## src/rtl/av_audio_pkg.sv

```systemverilog
// av_audio_pkg: shared constants, accumulator type and saturation helper
// for the audio output path (and the LED persistence filter that reuses
// the same low-pass).
package av_audio_pkg;

  localparam int                 WIN_LOG2_DEF = 8;
  localparam int                 LPF_K_DEF    = 3;
  localparam logic signed [15:0] AMP_HI_DEF   = 16'sd12000;
  localparam logic signed [15:0] AMP_LO_DEF   = 16'sd3000;

  // Filter state: 16 integer bits, 8 fraction bits.
  typedef logic signed [23:0] acc_t;

  // Integer part of the accumulator, clamped to the 16-bit PCM range.
  function automatic logic signed [15:0] sat16(input acc_t a);
    acc_t v;
    v = a >>> 8;
    if (v > 24'sd32767)       return 16'sd32767;
    else if (v < -24'sd32768) return -16'sd32768;
    else                      return 16'(v);
  endfunction

endpackage

```

## src/rtl/av_audio_lpf.sv

```systemverilog
// av_audio_lpf: one-pole low-pass y += (x - y) * 2^-LPF_K followed by a
// saturating output register.
//   clk, reset_n : clock, async active-low reset
//   x, x_vld     : signed 16-bit input and its one-cycle strobe
//   y, y_vld     : filtered, saturated output (held) and its strobe,
//                  two clocks after x_vld
module av_audio_lpf
  import av_audio_pkg::*;
#(
  parameter int LPF_K = LPF_K_DEF
) (
  input  logic               clk,
  input  logic               reset_n,
  input  logic signed [15:0] x,
  input  logic               x_vld,
  output logic signed [15:0] y,
  output logic               y_vld
);

  acc_t               y_acc;
  logic               acc_vld;
  logic signed [24:0] diff;
  logic signed [24:0] step;

  // 25-bit difference cannot overflow; the arithmetic shift floors, so a
  // decaying state still walks all the way down to zero.
  always_comb begin
    diff = 25'($signed({x, 8'b0})) - 25'(y_acc);
    step = diff >>> LPF_K;
  end

  always_ff @(posedge clk or negedge reset_n) begin
    if (!reset_n) begin
      y_acc   <= '0;
      acc_vld <= 1'b0;
      y       <= '0;
      y_vld   <= 1'b0;
    end else begin
      if (x_vld) y_acc <= y_acc + 24'(step);
      acc_vld <= x_vld;
      if (acc_vld) y <= sat16(y_acc);
      y_vld <= acc_vld;
    end
  end

endmodule

```

## src/rtl/av_audio_out.sv

```systemverilog
// av_audio_out: 1-bit audio waveform to signed 16-bit PCM.
// Box-filter decimation over 2^WIN_LOG2 clocks, volume scaling, one-pole LPF.
//   clk_11m_i    : system clock
//   reset_n_i    : async active-low reset
//   audio_i      : [0] waveform, [1] volume (0 = high, 1 = low)
//   mute_i       : forces the filter input to zero (sampled at window end)
//   sample_o     : signed PCM sample, held between strobes
//   sample_vld_o : one-cycle strobe when sample_o updates
module av_audio_out
  import av_audio_pkg::*;
#(
  parameter int                 WIN_LOG2 = WIN_LOG2_DEF,
  parameter int                 LPF_K    = LPF_K_DEF,
  parameter logic signed [15:0] AMP_HI   = AMP_HI_DEF,
  parameter logic signed [15:0] AMP_LO   = AMP_LO_DEF
) (
  input  logic               clk_11m_i,
  input  logic               reset_n_i,
  input  logic [1:0]         audio_i,
  input  logic               mute_i,
  output logic signed [15:0] sample_o,
  output logic               sample_vld_o
);

  localparam int W = WIN_LOG2;

  logic [W-1:0]        win_cnt;
  logic [W:0]          hi_cnt;
  logic [W:0]          cap_cnt;
  logic                cap_vol;
  logic                cap_mute;
  logic [1:0]          vld_pipe;   // [0]: window captured, [1]: x ready
  logic                eow;
  logic signed [W+1:0] d;
  logic signed [15:0]  amp;
  logic signed [W+17:0] prod;
  logic signed [15:0]  x_nxt;
  logic signed [15:0]  x;

  assign eow = &win_cnt;

  // d = 2*cap_cnt - 2^W. {cap_cnt,0} reads as negative at cap_cnt = 2^W,
  // but the subtraction wraps back to +2^W, which fits W+2 bits.
  always_comb begin
    d     = $signed({cap_cnt, 1'b0}) - $signed({2'b01, {W{1'b0}}});
    amp   = cap_vol ? AMP_LO : AMP_HI;
    prod  = (W+18)'(d) * (W+18)'(amp);
    x_nxt = cap_mute ? 16'sd0 : 16'(prod >>> W);
  end

  always_ff @(posedge clk_11m_i or negedge reset_n_i) begin
    if (!reset_n_i) begin
      win_cnt  <= '0;
      hi_cnt   <= '0;
      cap_cnt  <= '0;
      cap_vol  <= 1'b0;
      cap_mute <= 1'b0;
      vld_pipe <= '0;
      x        <= '0;
    end else begin
      win_cnt  <= win_cnt + W'(1);
      vld_pipe <= {vld_pipe[0], eow};
      if (eow) begin
        // Window end counts its own waveform bit; the next window starts now.
        cap_cnt  <= hi_cnt + (W+1)'(audio_i[0]);
        cap_vol  <= audio_i[1];
        cap_mute <= mute_i;
        hi_cnt   <= '0;
      end else begin
        hi_cnt   <= hi_cnt + (W+1)'(audio_i[0]);
      end
      if (vld_pipe[0]) x <= x_nxt;
    end
  end

  av_audio_lpf #(.LPF_K(LPF_K)) u_lpf (
    .clk     (clk_11m_i),
    .reset_n (reset_n_i),
    .x       (x),
    .x_vld   (vld_pipe[1]),
    .y       (sample_o),
    .y_vld   (sample_vld_o)
  );

endmodule

```

## config.mk

```make
export PLATFORM = sky130hd
export DESIGN_NAME = av_audio_out
export DESIGN_NICKNAME = d
export VERILOG_FILES = /design/src/rtl/av_audio_pkg.sv /design/src/rtl/av_audio_lpf.sv /design/src/rtl/av_audio_out.sv
export SDC_FILE = /design/constraint.sdc
export NUM_CORES = 1
export LEC_CHECK = 0
export ABC_AREA = 1
export BUFFER_PORTS_ARGS = -buffer_cell sky130_fd_sc_hd__clkbuf_2
export CORE_UTILIZATION = 65
export DETAILED_ROUTE_END_ITERATION = 8
export PLACE_DENSITY = 0.84
export SKIP_CTS_REPAIR_TIMING = 1
export SYNTH_ARGS = -nofsm -noshare
export SYNTH_HDL_FRONTEND = slang
export SYNTH_SLANG_ARGS = --single-unit
```

## constraint.sdc

```tcl
create_clock -name clk_11m_i -period 6.4 [get_ports clk_11m_i]
set_input_delay 1.28 -clock clk_11m_i [delete_from_list [all_inputs] [get_ports clk_11m_i]]
set_output_delay 1.28 -clock clk_11m_i [all_outputs]
set_load 0.005 [all_outputs]
```

==> impl_metrics.xml, run 1 <==
<?xml version="1.0" encoding="UTF-8"?>
<metrics>
  <group name="clocking">
    <metric name="cts.reportedPaths.clkPinSlew" unit="ns">0.06</metric>
    <metric name="cts.sink_count" unit="">88</metric>
    <metric name="clk_latency" unit="ns">0.36</metric>
    <metric name="tritoncts.num_buffers" unit="">9</metric>
    <metric name="clk_root_buffer_cell" unit="">clkbuf_16</metric>
    <metric name="cts_tree" unit="">done</metric>
    <metric name="cts_htree_levels" unit="">3</metric>
    <metric name="cts_buffer_depth" unit="">2</metric>
  </group>
  <group name="logic_synthesis">
    <metric name="dominantRegCellSynth" unit="">dfrtp_1</metric>
    <metric name="part_of_the_yosys_area_used_for_sequential_elements" unit="%">26.5</metric>
    <metric name="ys_top_cells_by_count" unit="">230 x nand2_1, 173 x inv_1, 100 x ha_1</metric>
    <metric name="synth_async_sr_flop_share" unit="%">100</metric>
    <metric name="yosys.area.top_type_share" unit="%">26.5</metric>
    <metric name="yosys.cell_types.count" unit="">45</metric>
    <metric name="ys.warnings.count" unit="">0</metric>
    <metric name="synth_edf_count" unit="">0</metric>
    <metric name="synth_cells" unit="">1064</metric>
    <metric name="syn_avg_cell_area" unit="sq um">7.81</metric>
    <metric name="post-synth-top-count-cell" unit="">nand2_1</metric>
    <metric name="synth_top_cells_by_area" unit="">dfrtp_1 26%, ha_1 15%, fa_1 12%</metric>
    <metric name="synth-seq-cells" unit="">88</metric>
    <metric name="synth_top_cell_by_area" unit="">dfrtp_1</metric>
    <metric name="netlist_area" unit="sq um">8310</metric>
    <metric name="synthesis.nets" unit="">1217</metric>
  </group>
  <group name="timing">
    <metric name="skew_final" unit="ns">0.00842</metric>
    <metric name="rsz0062_at_grt" unit="">no</metric>
    <metric name="fin_crit" unit="ns">5.15</metric>
    <metric name="final-hold-violation-count" unit="">0</metric>
    <metric name="fin_hold_ws" unit="ns">0.380</metric>
    <metric name="final_min_period_over_clock_period" unit="%">80.4</metric>
    <metric name="setup-violations-final" unit="">0</metric>
    <metric name="maxClockFrequency" unit="MHz">194</metric>
    <metric name="tightest_slew" unit="ns">0.997</metric>
    <metric name="report.final.slew_viol_count" unit="">0</metric>
    <metric name="finalSetupTns" unit="ns">0</metric>
    <metric name="maxSlewHeadroom" unit="%">33.5</metric>
  </group>
  <group name="floorplan">
    <metric name="placeableCoreArea" unit="sq um">12200</metric>
    <metric name="die_y" unit="microns">115</metric>
    <metric name="die-area" unit="sq um">13200</metric>
    <metric name="num_io_pins" unit="">22</metric>
    <metric name="floorplan.rows" unit="">40</metric>
    <metric name="die-width" unit="microns">115</metric>
    <metric name="initial_utilization" unit="%">68.1</metric>
  </group>
  <group name="detailed_routing">
    <metric name="routed_wire_length_per_instance" unit="microns">15.2</metric>
    <metric name="via_count" unit="">7029</metric>
    <metric name="detail_route.wirelength" unit="mm">19.1</metric>
    <metric name="post-route-drc-count" unit="">0</metric>
    <metric name="drt_iter0_markers" unit="">491</metric>
    <metric name="detail-route-antenna-nets" unit="">0</metric>
    <metric name="drt-vias-per-instance" unit="">5.60</metric>
    <metric name="detailedRoute.firstPassIterationCount" unit="">5</metric>
  </group>
  <group name="global_routing">
    <metric name="overflow" unit="">0</metric>
    <metric name="grt_use_total" unit="%">31.5</metric>
    <metric name="grt_max_degree" unit="">55</metric>
    <metric name="initial_antenna_violation_count" unit="">0</metric>
    <metric name="via_count_of_the_first_global_routing_pass" unit="">6938</metric>
    <metric name="wire_length_of_the_first_global_routing_pass" unit="mm">32.3</metric>
  </group>
  <group name="finish">
    <metric name="syn_to_final_growth" unit="%">7.27</metric>
    <metric name="number_of_nets_at_the_end_of_the_flow" unit="">1236</metric>
    <metric name="final_layout_size_suffix_gt1_share" unit="%">8.00</metric>
    <metric name="antenna_cells" unit="">0</metric>
  </group>
  <group name="placed_design">
    <metric name="place_congestion" unit="">0.941</metric>
    <metric name="port_buffers" unit="">21</metric>
    <metric name="hpwlAfterDp" unit="mm">14.9</metric>
  </group>
  <group name="power">
    <metric name="vdd_ir_drop_max" unit="V">0.000262</metric>
    <metric name="cellPowerDensity" unit="nW/um^2">141</metric>
    <metric name="power_leakage" unit="nW">4.87</metric>
  </group>
  <group name="worst_setup_path">
    <metric name="cp-end-kind" unit="">flip-flop</metric>
    <metric name="worstSetupPathType" unit="">flip-flop to flip-flop</metric>
    <metric name="timing.critical_path.required" unit="ns">6.64</metric>
    <metric name="path_max_fanout" unit="">18</metric>
    <metric name="crit_arrival" unit="ns">5.39</metric>
    <metric name="cp-start-kind" unit="">flip-flop</metric>
  </group>
  <group name="hold_path">
    <metric name="worstHoldPathType" unit="">flip-flop to flip-flop</metric>
  </group>
  <group name="flow_run">
    <metric name="drv.max_cap_violation_count" unit="">0</metric>
  </group>
  <group name="status">
    <metric name="outcome" unit="">complete, no violations</metric>
  </group>
</metrics>
-- worst max-delay path: stages (launching register included) --
cell and delay [ns]:
dfrtp_1 0.67, nand2_1 0.16, inv_1 0.12, fa_1 0.44, fa_1 0.51, inv_1 0.05
fa_1 0.47, inv_1 0.06, fa_1 0.53, inv_1 0.06, fa_1 0.53, fa_1 0.48
inv_1 0.07, nand3_1 0.07, nand2_1 0.13, nand2_1 0.08, nand2_1 0.07, nand2_1 0.05
nand2_1 0.13, nand2_1 0.07, nand2_1 0.07, a21oi_1 0.06, o21ai_0 0.08, nand2_1 0.07
-- final timing paths --
path	from	to	slack, ns	cells after the start
max	cap_vol	x[11]	1.25	23
min	vld_pipe[0]	vld_pipe[1]	0.38	0
max reg2reg	cap_vol	x[11]	1.25	23
min reg2reg	vld_pipe[0]	vld_pipe[1]	0.38	0
max in group asynchronous	reset_n_i	cap_vol	4.47	2
min in group asynchronous	reset_n_i	u_lpf.y_acc[1]	0.87	1
-- sequential cells by signal (all words and copies together), names as in the netlist --
signal	count
cap_cnt	9
cap_mute	1
cap_vol	1
hi_cnt	9
u_lpf.acc_vld	1
u_lpf.y	16
u_lpf.y_acc	24
u_lpf.y_vld	1
vld_pipe	2
win_cnt	8
x	16
-- where the power goes --
part           switching [mW]  internal, mW
Sequential             0.0152         0.577
Clock                   0.237         0.366
Combinational          0.0398        0.0239
Total                   0.292         0.968
-- cell type report --
| type | count | area, sq um |
|---|---|---|
| Timing Repair Buffer | 22 | 115 |
| Tap cell | 168 | 210 |
| Clock inverter | 5 | 85.1 |
| Inverter | 178 | 668 |
| Sequential cell | 88 | 2200 |
| Multi-Input combinational cell | 784 | 5380 |
| Fill cell | 973 | 3300 |
| Clock buffer | 11 | 253 |
-- per-stage QoR --
| stage | instance area [sq um] | power [mW] | setup slack (ns) | utilization [%] | instances |
|---|---|---|---|---|---|
| finish | 8910 | 1.26 | 1.25 | 73.0 | 1256 |
| detailed placement | 8580 | 0.668 | 1.27 | 70.2 | 1240 |
| CTS | 8910 | 1.26 | 1.26 | 73.0 | 1256 |
| global route | 8910 | 1.30 | 0.894 | 73.0 | 1256 |
| global placement | 8580 | 0.662 | 1.45 | 70.2 | 1240 |
| floorplan | 8310 | 0.642 | 1.60 | - | 1064 |
-- layout by cell type, fill, tap and decap left out, drive strengths merged, types with 19 or more instances in the layout --
cell type	Yosys	layout
fa	48	48
ha	100	100
xnor2	19	19
clkbuf	11	31
nand2	246	246
dfrtp	88	88
xor2	24	24
a21oi	73	73
o21ai	63	63
nand3	58	58
inv	177	179
nor2	102	102
-- routing by layer --
metal,global-route usage (%),vias to the layer above,share of wire [%]
met1,42.2,3310,46
met5,0,-,0
met2,51.6,225,46
met3,5.11,40,5.5
met4,12.1,0,2.3
li1,-,3454,-
-- cells by family (layout without fill, tap and decap cells) --
family / Yosys count / in the layout / synth area share (%)
flops: 88 / 88 / 26.5
compound gates: 162 / 162 / 11.0
xor+xnor: 43 / 43 / 4.53
fa+ha+maj: 148 / 148 / 26.6
simple gates: 431 / 431 / 22.6
buf+inv: 192 / 216 / 8.75
No activity file was read; power rests on OpenSTA's default activity.
==> inputs of run 2 (changes only) <==
==> constraint.sdc (replaced) <==
create_clock -name clk_11m_i -period 5.05 [get_ports clk_11m_i]
set_input_delay 1.01 -clock clk_11m_i [delete_from_list [all_inputs] [get_ports clk_11m_i]]
set_output_delay 1.01 -clock clk_11m_i [all_outputs]
set_load 0.005 [all_outputs]
==> impl_metrics.xml, run 2 (synthesized netlist as in run 1, its figures left out) <==
<?xml version="1.0" encoding="UTF-8"?>
<metrics>
  <group name="status">
    <metric name="outcome" unit="">complete, no violations</metric>
  </group>
  <group name="detailed_routing">
    <metric name="via_count" unit="">6953</metric>
    <metric name="detailedRoute.firstPassIterationCount" unit="">6</metric>
    <metric name="drt-vias-per-instance" unit="">5.52</metric>
    <metric name="routed_wire_length_per_instance" unit="microns">14.6</metric>
    <metric name="detail_route.wirelength" unit="mm">18.3</metric>
    <metric name="drt_iter0_markers" unit="">565</metric>
    <metric name="post-route-drc-count" unit="">0</metric>
    <metric name="detail-route-antenna-nets" unit="">0</metric>
  </group>
  <group name="finish">
    <metric name="most_flops_register" unit="">u_lpf.y_acc</metric>
    <metric name="largest_register_ff_count" unit="">24</metric>
    <metric name="antenna_cells" unit="">0</metric>
    <metric name="number_of_nets_at_the_end_of_the_flow" unit="">1239</metric>
    <metric name="largest_registers" unit="">u_lpf.y_acc (24), u_lpf.y (16), x (16)</metric>
    <metric name="final_cell_count_no_fill" unit="">1259</metric>
    <metric name="layout.cells.most_common_list" unit="">229 x nand2_1, 172 x inv_1, 98 x ha_1, 90 x nor2_1, 85 x dfrtp_1</metric>
    <metric name="final_layout_size_suffix_gt1_share" unit="%">9.07</metric>
    <metric name="syn_to_final_growth" unit="%">7.57</metric>
    <metric name="mostFrequentLayoutCell" unit="">nand2_1</metric>
  </group>
  <group name="clocking">
    <metric name="cts.reportedPaths.clkPinSlew" unit="ns">0.07</metric>
    <metric name="cts_buffer_depth" unit="">2</metric>
    <metric name="cts_htree_levels" unit="">3</metric>
    <metric name="cts.sink_count" unit="">88</metric>
    <metric name="clk_latency" unit="ns">0.36</metric>
    <metric name="clk_root_buffer_cell" unit="">clkbuf_16</metric>
    <metric name="tritoncts.num_buffers" unit="">9</metric>
    <metric name="cts_tree" unit="">done</metric>
  </group>
  <group name="worst_setup_path">
    <metric name="timing.critical_path.required" unit="ns">5.29</metric>
    <metric name="cp-end-kind" unit="">flip-flop</metric>
    <metric name="cpMaxStageDelayCell" unit="">fa_1</metric>
    <metric name="worstSetupPathType" unit="">flip-flop to flip-flop</metric>
    <metric name="critical_path.max_stage_delay" unit="ns">0.54</metric>
    <metric name="rrSetupSlack" unit="ns">0.24</metric>
    <metric name="worstReg2RegStart" unit="">cap_vol</metric>
    <metric name="crit_arrival" unit="ns">5.05</metric>
    <metric name="path_max_fanout" unit="">9</metric>
    <metric name="cp-start-kind" unit="">flip-flop</metric>
    <metric name="critical_path.reg2reg.endpoint" unit="">x[12]</metric>
    <metric name="critical_path.cell_chain" unit="">buf_4, nor2_1, inv_1, fa_1, inv_1, fa_1, fa_1, fa_1, ha_1, ha_2, nand2_1, a21oi_1, nor2_1, o21ai_2, nand3_1, nand2_1, nand2_1, nand2_1, nand2_1, nand3_1, nand2_1</metric>
    <metric name="timing.reg2reg.worst_path_depth" unit="">21</metric>
    <metric name="critical-path-top-cell-by-count" unit="">nand2_1</metric>
  </group>
  <group name="floorplan">
    <metric name="die-width" unit="microns">115</metric>
    <metric name="die_y" unit="microns">115</metric>
    <metric name="die-area" unit="sq um">13200</metric>
    <metric name="initial_utilization" unit="%">68.1</metric>
    <metric name="placeableCoreArea" unit="sq um">12200</metric>
    <metric name="num_io_pins" unit="">22</metric>
    <metric name="floorplan.rows" unit="">40</metric>
  </group>
  <group name="timing">
    <metric name="maxClockFrequency" unit="MHz">208</metric>
    <metric name="skew_final" unit="ns">0.00535</metric>
    <metric name="final_min_period_over_clock_period" unit="%">95.3</metric>
    <metric name="fin_hold_ws" unit="ns">0.399</metric>
    <metric name="final-hold-violation-count" unit="">0</metric>
    <metric name="fin_crit" unit="ns">4.81</metric>
    <metric name="tightest_slew" unit="ns">1.03</metric>
    <metric name="setup-violations-final" unit="">0</metric>
    <metric name="maxSlewHeadroom" unit="%">31.4</metric>
    <metric name="report.final.slew_viol_count" unit="">0</metric>
  </group>
  <group name="global_routing">
    <metric name="via_count_of_the_first_global_routing_pass" unit="">6638</metric>
    <metric name="initial_antenna_violation_count" unit="">0</metric>
    <metric name="grt_use_total" unit="%">29.9</metric>
    <metric name="overflow" unit="">0</metric>
    <metric name="wire_length_of_the_first_global_routing_pass" unit="mm">30.8</metric>
    <metric name="grt_max_degree" unit="">54</metric>
  </group>
  <group name="hold_path">
    <metric name="hold_worst_path_end" unit="">vld_pipe[1]</metric>
    <metric name="whs_path_depth" unit="">0</metric>
    <metric name="worstHoldPathType" unit="">flip-flop to flip-flop</metric>
    <metric name="hp-start" unit="">vld_pipe[0]</metric>
  </group>
  <group name="placed_design">
    <metric name="placed_cells" unit="">1241</metric>
    <metric name="hpwlAfterDp" unit="mm">14.6</metric>
    <metric name="place_congestion" unit="">0.906</metric>
    <metric name="port_buffers" unit="">21</metric>
  </group>
  <group name="power">
    <metric name="power_leakage" unit="nW">4.87</metric>
    <metric name="cellPowerDensity" unit="nW/um^2">173</metric>
    <metric name="vdd_ir_drop_max" unit="V">0.000306</metric>
  </group>
  <group name="flow_run">
    <metric name="drv.max_cap_violation_count" unit="">0</metric>
  </group>
</metrics>
[run 2: cell type report]
type                    instances  area, sq um
inverters                     178          668
multi-input cells             784         5400
flip-flops and latches         88         2210
fillers                      1002         3270
repair buffers                 25          138
clock inverters                 6         75.1
well taps                     168          210
clock buffers                  10          239
[run 2: power breakdown]
part	internal, mW	switching (mW)	total [mW]
Sequential	0.731	0.0188	0.750
Clock	0.404	0.307	0.711
Combinational	0.0306	0.0506	0.0812
[run 2: critical path, delay by kind of cell (launching register included)]
| family | cells | cell delay [ns] |
|---|---|---|
| adders and majority gates | 6 | 2.75 |
| DFF | 1 | 0.46 |
| and+or+nand+nor | 10 | 0.92 |
| buffers and inverters | 3 | 0.36 |
| AOI/OAI and AO/OA | 2 | 0.22 |
[run 2: routing by layer]
layer  wire [microns]  global-route usage (%)
met2             8390                    48.9
met5                0                       0
met1             8680                    42.0
met3             1000                    3.80
met4              250                    8.23
[run 2: worst max-delay path by stage]
stage / startpoint / to / slack [ns] / cells after the start
after CTS: cap_cnt[3] / x[11] / 0.16 / 25
after global routing: cap_cnt[8] / x[12] / -0.008 / 25
after floorplan: cap_vol / x[15] / 0.25 / 25
final: cap_vol / x[12] / 0.24 / 21
after detailed placement: cap_cnt[3] / x[11] / 0.22 / 25
after global placement: cap_vol / x[15] / 0.29 / 23
[run 2: stage by stage]
stage | total power [mW] | setup TNS [ns] | utilization, % | cell area [sq um] | worst slack [ns]
after CTS | 1.55 | 0 | 72.9 | 8900 | 0.164
final | 1.54 | 0 | 73.2 | 8940 | 0.236
after floorplan | 0.814 | 0 | - | 8310 | 0.247
after global placement | 0.841 | 0 | 70.3 | 8580 | 0.294
after detailed placement | 0.847 | 0 | 70.3 | 8580 | 0.217
after global routing | 1.59 | -0.0127 | 73.2 | 8940 | -0.00813
